<file path="src/rtl/writeback_store.sv">
// rtl/writeback_store.sv - writeback stage: register-file write port and two-beat bus store (optional WB_FORWARD_EN bypass outputs)
module writeback_store #(
    parameter int BUS_DATA_WIDTH = 64,
    parameter int BUS_TAG_WIDTH  = 13
) (
    input  logic                      clk,
    input  logic                      reset_n,
    input  logic [BUS_DATA_WIDTH-1:0] inReadData,
    input  logic [BUS_DATA_WIDTH-1:0] inResult,
    input  logic [BUS_DATA_WIDTH-1:0] inDataReg2,
    input  logic [4:0]                inDestRegister,
    input  logic                      inMemOrReg,
    input  logic                      inRegWrite,
    input  logic                      inMemWrite,
    input  logic [1:0]                inStoreType,
    input  logic                      bus_reqack,
    output logic                      bus_reqcyc,
    output logic [BUS_DATA_WIDTH-1:0] bus_req,
    output logic [BUS_TAG_WIDTH-1:0]  bus_reqtag,
    output logic                      outRegWriteEn,
    output logic [4:0]                outWriteReg,
    output logic [BUS_DATA_WIDTH-1:0] outWriteData,
    output logic                      outStall,
`ifdef WB_FORWARD_EN
    output logic                      outFwdValid,
    output logic [4:0]                outFwdReg,
    output logic [BUS_DATA_WIDTH-1:0] outFwdData,
`endif
    output logic                      outStoreDone
);

    typedef enum logic [1:0] {IDLE, ADDR, DATA} state_t;

    // Write request to the memory target; the low two bits carry the store size.
    localparam logic [BUS_TAG_WIDTH-1:0] TAG_BASE = BUS_TAG_WIDTH'(13'h0100);

    state_t                    state, state_next;
    logic [BUS_DATA_WIDTH-1:0] addr, addr_next;
    logic [BUS_DATA_WIDTH-1:0] data, data_next;
    logic [1:0]                stype, stype_next;

    logic                      reqcyc_next;
    logic [BUS_DATA_WIDTH-1:0] req_next;
    logic [BUS_TAG_WIDTH-1:0]  reqtag_next;
    logic                      wen_next;
    logic [4:0]                wreg_next;
    logic [BUS_DATA_WIDTH-1:0] wdata_next;
    logic                      done_next;
    logic                      reg_write_ok;
    logic [BUS_DATA_WIDTH-1:0] sel_data;

    assign reg_write_ok = inRegWrite & ~inMemWrite & (inDestRegister != 5'd0);
    assign sel_data     = inMemOrReg ? inReadData : inResult;

`ifdef WB_FORWARD_EN
    assign outFwdValid = (state == IDLE) & reg_write_ok;
    assign outFwdReg   = inDestRegister;
    assign outFwdData  = sel_data;
`endif

    always_comb begin
        state_next  = state;
        addr_next   = addr;
        data_next   = data;
        stype_next  = stype;
        reqcyc_next = bus_reqcyc;
        req_next    = bus_req;
        reqtag_next = bus_reqtag;
        wen_next    = 1'b0;
        wreg_next   = outWriteReg;
        wdata_next  = outWriteData;
        done_next   = 1'b0;
        case (state)
            IDLE: begin
                wen_next    = reg_write_ok;
                wreg_next   = inDestRegister;
                wdata_next  = sel_data;
                reqcyc_next = 1'b0;
                req_next    = '0;
                reqtag_next = '0;
                if (inMemWrite) begin
                    addr_next   = inResult;
                    data_next   = inDataReg2;
                    stype_next  = inStoreType;
                    state_next  = ADDR;
                    reqcyc_next = 1'b1;
                    req_next    = inResult;
                    reqtag_next = TAG_BASE | BUS_TAG_WIDTH'(inStoreType);
                end
            end
            ADDR: begin
                // Unacked beats repeat unchanged until the bus takes them.
                req_next = addr;
                if (bus_reqack) begin
                    state_next  = DATA;
                    req_next    = data;
                    reqtag_next = TAG_BASE | BUS_TAG_WIDTH'(stype);
                end
            end
            DATA: begin
                req_next = data;
                if (bus_reqack) begin
                    state_next  = IDLE;
                    done_next   = 1'b1;
                    reqcyc_next = 1'b0;
                    req_next    = '0;
                    reqtag_next = '0;
                end
            end
            default: state_next = IDLE;
        endcase
    end

    always_ff @(posedge clk or negedge reset_n) begin
        if (!reset_n) begin
            state         <= IDLE;
            addr          <= '0;
            data          <= '0;
            stype         <= '0;
            bus_reqcyc    <= 1'b0;
            bus_req       <= '0;
            bus_reqtag    <= '0;
            outRegWriteEn <= 1'b0;
            outWriteReg   <= '0;
            outWriteData  <= '0;
            outStall      <= 1'b0;
            outStoreDone  <= 1'b0;
        end else begin
            state         <= state_next;
            addr          <= addr_next;
            data          <= data_next;
            stype         <= stype_next;
            bus_reqcyc    <= reqcyc_next;
            bus_req       <= req_next;
            bus_reqtag    <= reqtag_next;
            outRegWriteEn <= wen_next;
            outWriteReg   <= wreg_next;
            outWriteData  <= wdata_next;
            outStall      <= (state_next != IDLE);
            outStoreDone  <= done_next;
        end
    end

endmodule
</file>
<file path="config.mk">
export PLATFORM = sky130hd
export DESIGN_NAME = writeback_store
export DESIGN_NICKNAME = d
export VERILOG_FILES = /design/src/rtl/writeback_store.sv
export SDC_FILE = /design/constraint.sdc
export NUM_CORES = 1
export LEC_CHECK = 0
export CAP_MARGIN = 20
export CORE_MARGIN = 2
export CORE_UTILIZATION = 52
export DETAILED_ROUTE_END_ITERATION = 12
export PLACE_DENSITY = 0.91
export SYNTH_ARGS = -nofsm -noshare
export SYNTH_HDL_FRONTEND = slang
export SYNTH_SLANG_ARGS = --single-unit
</file>
<file path="constraint.sdc">
create_clock -name clk -period 5.3 [get_ports clk]
set_clock_uncertainty 0.05 [all_clocks]
set_input_delay 1.06 -clock clk [delete_from_list [all_inputs] [get_ports clk]]
set_output_delay 1.06 -clock clk [all_outputs]
set_load 0.01 [all_outputs]
</file>
# [Yosys cells after proc, flatten, opt, wreduce, memory -nomap -nowiden]
# Index checks and enable logic that the tools add are counted.
[totals] register_bits=282 output_inout_bits=150 wordCells=46
[classes] n_eq_ne=4 mux=19 bitwise=3 n_reduce_logical=8
[op_table] operator="$mux W64" count=4
[op_table] operator="$pmux W64 S3" count=1
[op_table] operator="$pmux W13 S3" count=1
[op_table] operator="$mux W13" count=2
[op_table] operator="$mux W9" count=1
[op_table] operator="$mux W2" count=3
[op_table] operator="$pmux W2 S3" count=1
[op_table] operator="$mux W1" count=5
[op_table] operator="$reduce_bool A5 Y1" count=1
[op_table] operator="$ne A2 B2 Y1 const B" count=2
[op_table] operator="$reduce_and A2 Y1" count=2
[op_table] operator="$reduce_bool A2 Y1" count=2
[op_table] operator="$reduce_and A3 Y1" count=1
[op_table] operator="$reduce_bool A3 Y1" count=1
[op_table] operator="$and A1 B1 Y1" count=2
[op_table] operator="$eq A2 B1 Y1 const B" count=1
[op_table] operator="$eq A2 B2 Y1 const B" count=1
[op_table] operator="$logic_not A2 Y1" count=1
[op_table] operator="$pmux W1 S2" count=1
[op_table] operator="$not A1 Y1" count=1

# [Depth between registers and ports, before layout]
[logic_depth] ltp_word=4 ltp_mapped=8

# [Worst setup path before layout]
# OpenSTA, ideal clock, no wires.
[synth_timing] kind="input -> register" start="in bus_reqack" end="reg bus_req[12]" setup_ps=142 arrival_ps=1835 slack_ps=3273 path_stages=5 n_path_buf=3 cell_sequence="buf_4 -> buf_6 -> clkbuf_4 -> mux2i_1 -> o221ai_1"
[synth_between] elab_chain_len=2
[synth_rtl] item="start: declaration" line_no="16" rtl="input logic bus_reqack,"
[synth_rtl] item="$mux W64 (on tied branches)" line_no="102, 94"
[synth_rtl] item="$pmux W64 S3 (*)" line_no="73" rtl="case (state)"
[synth_rtl] item="end signal: assignment" line_no="134" rtl="bus_req <= req_next;"
[synth_rtl] item="end: declaration" line_no="18" rtl="output logic [BUS_DATA_WIDTH-1:0] bus_req,"
# Mark *: on every way between the ends. The rest lies on a longest branch, timed or not.
# A chain may end at the register's enable or synchronous reset.

# [Final worst setup path]
[layout_timing] start="in bus_reqack" end="reg bus_req[0]"
# Same word-level chain as after synthesis.

==> impl_metrics.tcl <==
set metrics [dict create \
    dpl.hpwl_um 22360 \
    yosysMostFrequentCell "dfrtp_1" \
    syn_area_um2 12370 \
    cts_made_buffers 28 \
    yosysUniqueCellTypes 33 \
    ys_top_cells_by_area "dfrtp_1 (55%), mux2_2 (11%), mux2i_1 (10%)" \
    worst_path_max_delay_cell "buf_4" \
    syn_inst 992 \
    ant_nets 0 \
    cts_tree "done" \
    min_period_ns 2.830 \
    min_path_type "register to register" \
    arrival_ns 3.22 \
    worstPathMaxFanout 46 \
    min_path_cells 2 \
    cts-root-buf "clkbuf_16" \
    drive_gt1_share_pct 14.67 \
    p_leak_uw 0.007096 \
    synth-seq-cells 272 \
    reg2regPathDepth 4 \
    end_kind "register" \
    required_ns 5.69 \
    reg2reg_slack_ns 2.50 \
    slew_headroom_pct 26.39 \
    grt_setup_unrepaired "no" \
    worstPathCellList "buf_4 -> nor2b_4 -> buf_4 -> a32oi_1 -> o221ai_1" \
    cp_common_cell "buf_4" \
    setup_viol 0 \
    r2r_end "data[41]" \
    antenna_found_initial 0 \
    vias 9534 \
    synthFlopType "dfrtp_1" \
    viasPerCell 5.853 \
    port_buffers 344 \
    max_freq_ghz 0.3534 \
    hold_buffers 0 \
    clk_pin_slew_ns 0.06 \
    die_w_um 158.2 \
    cp-startpoint "bus_reqack" \
    holdPathEnd "bus_req[36]" \
    fin_cells 1629 \
    grt_overflow 0 \
    firstDrtPassIters 5 \
    dp_cells 1576 \
    crit_path_start_kind "input pin" \
    grt_pass1_vias 9996 \
    maxCapViolCount 0 \
    wl_per_cell_um 21.42 \
    cts_sinks 272 \
    hold_violations 0 \
    yosysSeqAreaShare_pct 55.04 \
    htreeDepth 1 \
    start_util_pct 52.84 \
    core_um2 23400 \
    fin_nets 1498 \
    outcome "finished, final reports clean" \
    cts_resized 0 \
    cp_slowest_stage_delay_ns 0.64 \
    reg2reg_from "state[0]" \
    synth_commonest_cells "dfrtp_1 (272), mux2i_1 (129), mux2_2 (121), nor2_1 (68)" \
    grt_pass1_wl_um 53670 \
    post-cts-setup-buffers 0 \
    first_iter_violations 542 \
    place_congestion 0.7592 \
    die-area_um2 25030 \
    worst_slew_pin_slew_ns 1.104 \
    synth_edf_count 0 \
    power.density_nw_per_um2 571.7 \
    holdCritStartpoint "bus_req[36]" \
    ys_warn_count 0 \
    num_rows 56 \
    grt_max_degree 131 \
    drc 0 \
    fin_tns_setup_ns 0 \
    vdd_drop_max_mv 0.3683 \
    synth_top_area_share_pct 55.04 \
    area_growth_syn_to_layout_pct 36.84 \
    slew_violations 0 \
    ioPinCount 355 \
    postRouteWirelength_um 34890 \
    path_class "input pin to register" \
    die_height_um 158.2 \
    syn_area_per_cell_um2 12.47 \
    clk_latency_ns 0.55 \
    track_usage_pct 27.29 \
    cts_buffer_depth 3 \
    timing.final.crit_share_pct 53.39 \
    async_flop_share_pct 100.0 \
    yosys.area.top_type "dfrtp_1" \
]
-- layout by cell type (no fill, tap or decap), types with 10 or more instances in the layout --
master and instances:
o221ai_1 64, clkbuf_16 29, mux2_2 121, nor2_1 68, mux2i_1 129, clkdlybuf4s50_1 341
buf_4 12, mux2_1 17, a32oi_1 63, conb_1 10, dfrtp_1 272, nand2_1 65
a21oi_1 65
-- worst max-delay path: cells and delay by family --
family,cells,cell delay (ns)
AOI/OAI and AO/OA,2,0.53
buffers and inverters,2,0.98
and+or+nand+nor,1,0.58
-- per-layer routing --
metal / GRT usage (%) / vias up / share of wire, %
met5: 0 / - / 0
met2: 46.17 / 384 / 50
li1: - / 4281 / -
met3: 5.803 / 83 / 7.1
met4: 11.80 / 0 / 3.8
met1: 33.94 / 4786 / 39
-- kinds of logic (layout without fill, tap and decap cells) --
| logic type | Yosys count | after routing | synth area share [%] |
|---|---|---|---|
| adder cells (fa/ha/maj) | 6 | 6 | 0.6070 |
| other | 1 | 11 | 0.03032 |
| buffers and inverters | 101 | 409 | 4.421 |
| AND/OR/NAND/NOR | 142 | 142 | 4.563 |
| multiplexers | 267 | 267 | 23.01 |
| AO/OA/AOI/OAI | 203 | 203 | 12.33 |
| flip-flops | 272 | 272 | 55.04 |
-- per-stage QoR --
step / hold WS (ns) / area, um2 / utilization (%) / power (uW) / setup slack [ns]
6_report: 0.4430 / 16920 / 72.31 / 9674 / 2.470
5_1_grt: 0.4619 / 16920 / 72.30 / 10170 / 2.356
4_1_cts: 0.4437 / 16920 / 72.30 / 9708 / 2.545
3_5_place_dp: 0.4247 / 15850 / 67.72 / 7404 / 2.065
3_3_place_gp: 0.4226 / 15850 / 67.72 / 7186 / 2.144
2_1_floorplan: 0.4135 / 12400 / - / 5680 / 3.273
-- area by class of cell --
cell class | count | area, um2
Sequential cell | 272 | 6807
Fill cell | 1559 | 6480
Multi-Input combinational cell | 628 | 5096
Timing Repair Buffer | 355 | 3538
Clock buffer | 34 | 784.5
Tap cell | 319 | 399.1
Clock inverter | 18 | 287.8
Inverter | 2 | 7.507
Antenna cell | 1 | 2.502
-- report_power, final --
part           switching [uW]  internal, uW  leakage [uW]  total (uW)
Sequential                612          3060       0.00325        3670
Clock                     863          1400      0.000520        2260
Combinational            1810          1930       0.00333        3740
-- flip-flops by register name (all words and copies together) (netlist names), 2 cells and up --
signal,count
stype,2
outWriteReg,5
bus_reqtag,3
state,2
bus_req,64
data,64
outWriteData,64
addr,64
-- how the worst max path moves through the flow --
stage / depth (start not counted) / slack [ns] / end
6_report: 5 / 2.47 / bus_req[0]
4_1_cts: 6 / 2.55 / outStall
3_5_place_dp: 5 / 2.07 / bus_req[29]
2_1_floorplan: 5 / 3.27 / bus_req[12]
5_1_grt: 4 / 2.36 / data[43]
3_3_place_gp: 5 / 2.14 / bus_req[40]
(Power assumes the default switching activity.)
==> RTL edit 1, RTL diff (config.mk and constraints unchanged) <==
Add a define of `WB_FORWARD_EN`.
--- a/src/rtl/writeback_store.sv
+++ b/src/rtl/writeback_store.sv
@@ -1,3 +1,5 @@
 // rtl/writeback_store.sv - writeback stage: register-file write port and two-beat bus store (optional WB_FORWARD_EN bypass outputs)
+`define WB_FORWARD_EN
+
 module writeback_store #(
     parameter int BUS_DATA_WIDTH = 64,
New outputs: outFwdData, outFwdReg and outFwdValid. Check against the original RTL: not settled (the Yosys comparison gave no result); the edit may change what the design does.
==> RTL edit 1 against the original RTL <==
Fmax shrank 30%; total power grew 1.3%; critical path depth shrank 1; area after synthesis grew 4.0%; clock power shrank 8%; sequential cell count is the same; wire length grew 8.0%; highest routed layer unchanged; cell area grew 6.5%; setup slack lost 1.2 ns; count of clock-buffer cells in the layout grew 9.
==> RTL edit 1: results (changes against the original RTL) <==
Drt:
- The count of routing violations after the opening detailed-route iteration came to 477 (-12%).
- The average routed wire per standard cell came to 22.51 um (+5.1%).
- The per-cell via count in the routed design is 5.780 (-1.2%).
- The routed wire length is 37670 um (+8.0%).
- The number of iterations in the first detailed-routing pass was 5 (unchanged).

Clock network:
- The post-cts repair resize count is 0 (unchanged).
- The CTS buffer count is 30 (+7.1%).
- The clock latency at the later pin of the worst-skew pair is 0.54 ns.
- The post-CTS clock slew at the launch and capture registers of the worst setup and hold paths was 0.06 ns (about the same).
- The worst-case clock buffer depth is 3 (unchanged).
- The number of buffers inserted by post-CTS setup repair is 0 (unchanged).

Global routing:
- The pin count of the biggest net entering global routing is 136 (+3.8%).
- The wire length of the first global-routing pass was 58380 um (+8.8%).
- The all-layer global routing usage came to 28.53% (+1.2 points).
- The via count of the first global-routing pass is 10400 (+4.0%).

Worst setup path:
- The reg-to-reg setup timing slack is 1.78 ns (-0.72 ns).
- The arrival time at the worst endpoint came to 2.96 ns (-0.26 ns).
- The worst reg-to-reg path cell count is 5 (+1).
- The worst register-to-register path ends at bus_req[51].
- The highest fanout seen on the critical path was 37 (-20%).
- The launching point of the worst reg2reg path is state[1].
- The biggest cell delay along the critical path is 0.61 ns (-0.03 ns).
- The slowest cell on the critical path is buf_2.

Yosys:
- The most instantiated flip-flop cell in the synthesis netlist is dfrtp_1.
- The proportion of synthesized flip-flops having asynchronous set or reset is 100.0% (unchanged).
- The post-synthesis cell type count is 34 (+3.0%).
- After synthesis, the cell types taking the most area are dfrtp_1 (53%), mux2_2 (26%), mux2i_1 (2.8%).
- The fraction of the yosys area taken by sequential cells is 52.91% (-2.1 points).
- The post-synthesis cell count was 952 (-4.0%).
- In the synthesized netlist, the cells that appear most often are mux2_2 (294), dfrtp_1 (272), nand2_1 (66), mux2i_1 (36).

Timing:
- The worst max-slew margin expressed relative to the limit is 29.82% (+3.4 points).
- The worst hold slack across all endpoints is 0.4397 ns (-0.003215 ns).

Cells and area:
- The count of inserted antenna diode cells came to 0 (-1).
- The layout cell share with drive strength beyond 1 is 27.87% (+13 points).
- The number of nets at the end of the flow came to 1537 (+2.6%).

Power and ir drop:
- The switching part of the total came to 32.73% (-1.2 points).
- The worst supply voltage drop on vdd was 0.4326 mV (+17%).
- The total leakage power came to 7.375 nW (+3.9%).

Placement:
- The port buffer count is 414 (+20%).
- The cell count after placement is 1616 (+2.5%).
- The detailed placement HPWL is 25000 um (+12%).
- The routability-driven placement congestion ratio came to 0.8222 (+8.3%).
- The instance area after placement is 16980 um2 (+7.1%).

Status:
- The run finished with clean final reports.

Hold path:
- The kind of path behind the tightest hold check is input pin to async pin.
[RTL edit 1: metrics by stage]
stage               setup WS (ns)  util [%]
floorplan                   2.443         -
global placement            1.360     69.82
detailed placement          1.303     69.82
CTS                         1.289     73.91
global route                1.208     74.11
finish                      1.232     74.11
[RTL edit 1: worst reg2reg max path: cells and delay by family (launching register included)]
kind,cells,cell delay [ns]
simple gates,2,1.61
fa+ha+maj,1,0.67
flops,1,0.46
compound gates,1,0.46
buf+inv,1,0.15
[RTL edit 1: worst max path at each step]
stage	from	end	slack, ns
after floorplan	inDestRegister[1]	outFwdValid	2.44
after global placement	inMemOrReg	outFwdData[52]	1.36
after detailed placement	inMemOrReg	outFwdData[50]	1.30
after CTS	inMemOrReg	outFwdData[43]	1.29
after global routing	inMemOrReg	outFwdData[52]	1.21
final	inMemOrReg	outFwdData[50]	1.23
[RTL edit 1: layout make-up]
class | count | area, um2
well taps | 324 | 405.4
flip-flops and latches | 272 | 6807
clock buffers | 43 | 870.8
repair buffers | 426 | 4302
clock inverters | 12 | 125.1
fillers | 1481 | 6297
multi-input cells | 594 | 5505
inverters | 2 | 7.507
[RTL edit 1: cell families (layout without fill, tap and decap cells)]
kind of cell | count (synthesis) | in the layout | share of synthesized area (%)
AOI/OAI and AO/OA | 139 | 139 | 9.007
other | 1 | 10 | 0.02915
DFF | 272 | 272 | 52.91
buffers and inverters | 95 | 483 | 4.941
and+or+nand+nor | 109 | 109 | 3.988
adders and majority gates | 6 | 6 | 0.5836
muxes | 330 | 330 | 28.54
[RTL edit 1: metal layers]
layer	routed length [um]	part of all wire, %	vias to the layer above	GRT usage [%]
met5	0	0	-	0
met4	1519	4.0	0	11.57
met3	2561	6.8	84	5.547
met2	19240	51	425	50.82
met1	14350	38	4896	34.03
li1	-	-	4265	-
[RTL edit 1: power groups by stage]
stage | clock [W] | sequential, W | combinational, W
2_1_floorplan | 0 | 0.00377 | 0.00213
3_3_place_gp | 0 | 0.00363 | 0.00390
3_5_place_dp | 0 | 0.00370 | 0.00402
4_1_cts | 0.00212 | 0.00367 | 0.00405
5_1_grt | 0.00221 | 0.00380 | 0.00429
6_report | 0.00208 | 0.00368 | 0.00403
==> RTL edit 2, RTL diff (config.mk and constraints unchanged) <==
Without the edit above. The 3 states of `state_t` get a one-hot encoding in 3 bits.
--- a/src/rtl/writeback_store.sv
+++ b/src/rtl/writeback_store.sv
@@ -30,5 +30,5 @@
 );
 
-    typedef enum logic [1:0] {IDLE, ADDR, DATA} state_t;
+    typedef enum logic [2:0] {IDLE = 3'b001, ADDR = 3'b010, DATA = 3'b100} state_t;
 
     // Write request to the memory target; the low two bits carry the store size.
Check against the original RTL: no difference found for any inputs over 4 cycles, from zero or initial values and one cycle with reset_n low; so few cycles prove little.
==> RTL edit 2 against the original RTL <==
Worst hold slack got worse by 0.019 ns; die area increased by 2.7%; total power increased by 4.0%; wire length increased by 6.1%; sequential share of layout area decreased by 0.38 points; sequential cell count increased by 1; area after synthesis increased by 2.8%; setup slack got worse by 0.013 ns; register-to-register slack improved by 0.37 ns; cell area increased by 1.4%.
==> RTL edit 2: results (changes against the original RTL) <==
Placement:
- The routability-driven placement congestion ratio was 0.8226 (+8.4%).
- The instance area after placement is 16200 um2 (+2.2%).

Cells and area:
- The count of inserted antenna diode cells is 0 (-1).
- The layout cell share with drive strength beyond 1 is 8.136% (-6.5 points).
- The number of filler cells placed in the layout came to 1680 (+7.8%).

Worst setup path:
- The biggest cell delay along the critical path is 0.67 ns (+0.03 ns).
- The worst reg2reg path endpoint is bus_req[61].
- The reg-to-reg setup timing slack is 2.87 ns (+0.37 ns).
- The arrival time at the worst endpoint is 3.24 ns (+0.02 ns).
- The launching point of the worst reg2reg path is state[2].

Clock network:
- The CTS buffer count is 29 (+3.6%).

Global routing:
- The wire length of the first global-routing pass is 60300 um (+12%).
- The met1 global-route usage is 37.13% (+3.2 points).
- The pin count of the biggest net entering global routing is 94 (-28%).
- The global routing met2 resource utilization is 48.88% (+2.7 points).
- The via count of the first global-routing pass is 11520 (+15%).

Drt:
- The count of routing violations after the opening detailed-route iteration is 808 (+49%).
- The wire length on met3 came to 2917 um (+18%).
- The total length of routed met2 wires is 18160 um (+3.2%).
- The routed wire length came to 37020 um (+6.1%).
- The per-cell via count in the routed design is 5.606 (-4.2%).

Yosys:
- The fraction of synthesized area in multiplexers is 10.80% (-12 points).
- By area the synthesized netlist is led by dfrtp_1 (54%), nand2_1 (16%), mux2_2 (5.8%).
- The fraction of the yosys area taken by sequential cells is 53.77% (-1.3 points).
- Counting instances in the post-synthesis netlist gives the leading cell types as nand2_1 (534), dfrtp_1 (272), o21ai_0 (68), nor2b_1 (66), mux2_2 (65).
- The area fraction in compound gates after synthesis is 10.95% (-1.4 points).
- The area share of fa/ha/maj cells after synthesis is 0% (-0.61 points).

Hold path:
- The worst hold path terminates at addr[54].

Power and ir drop:
- The switching component of the power is 0.003703 W (+13%).
- The worst supply voltage drop on vdd is 0.2959 mV (-20%).
- The total leakage power is 7.876 nW (+11%).

Status:
- The flow ran to the end, and the final reports show no timing, DRC or antenna violations.
RTL edit 2: cell count changes in the layout (fill, tap and decap cells not counted), sizes merged, moves of 6 or more:
cell	change
nor2	-65
mux2	-73
nor2b	+62
clkbuf	+8
mux2i	-65
o22ai	+64
a21oi	-62
nand2	+468
ha	-6
o221ai	-64
o21ai	+66
RTL edit 2: power groups by stage:
| stage | sequential (W) | clock (W) | combinational, W |
|---|---|---|---|
| after floorplan | 0.00380 | 0 | 0.00233 |
| after global placement | 0.00364 | 0 | 0.00415 |
| after detailed placement | 0.00371 | 0 | 0.00432 |
| after CTS | 0.00369 | 0.00207 | 0.00435 |
| after global routing | 0.00381 | 0.00216 | 0.00476 |
| final | 0.00370 | 0.00204 | 0.00432 |
RTL edit 2: worst reg2reg max path, cell delays in order (launching register included):
cell     delay (ns)
dfrtp_1        0.55
or3b_4         0.48
buf_4          0.77
nand2_1        0.20
a32oi_1        0.28
RTL edit 2: worst max path at each step:
stage	end	slack (ns)	cells after the start
global route	bus_req[35]	2.34	5
CTS	bus_req[35]	2.50	5
global placement	addr[59]	2.07	5
floorplan	bus_req[23]	3.01	6
detailed placement	bus_req[37]	1.95	5
finish	bus_req[37]	2.46	5
RTL edit 2: cell type report:
class	instances	area share [%]
clock buffer	42	4.807
inverter	3	0.06566
tap	324	2.364
sequential	273	39.84
timing repair buffer	358	20.98
multi-input combinational	962	31.22
clock inverter	9	0.7295
RTL edit 2: metrics by stage:
step                cells  hold slack (ns)  setup slack, ns
floorplan            1353           0.3904            3.011
global placement     1920           0.4031            2.075
detailed placement   1920           0.4094            1.947
CTS                  1971           0.4250            2.500
global route         1971           0.4411            2.338
finish               1971           0.4239            2.457
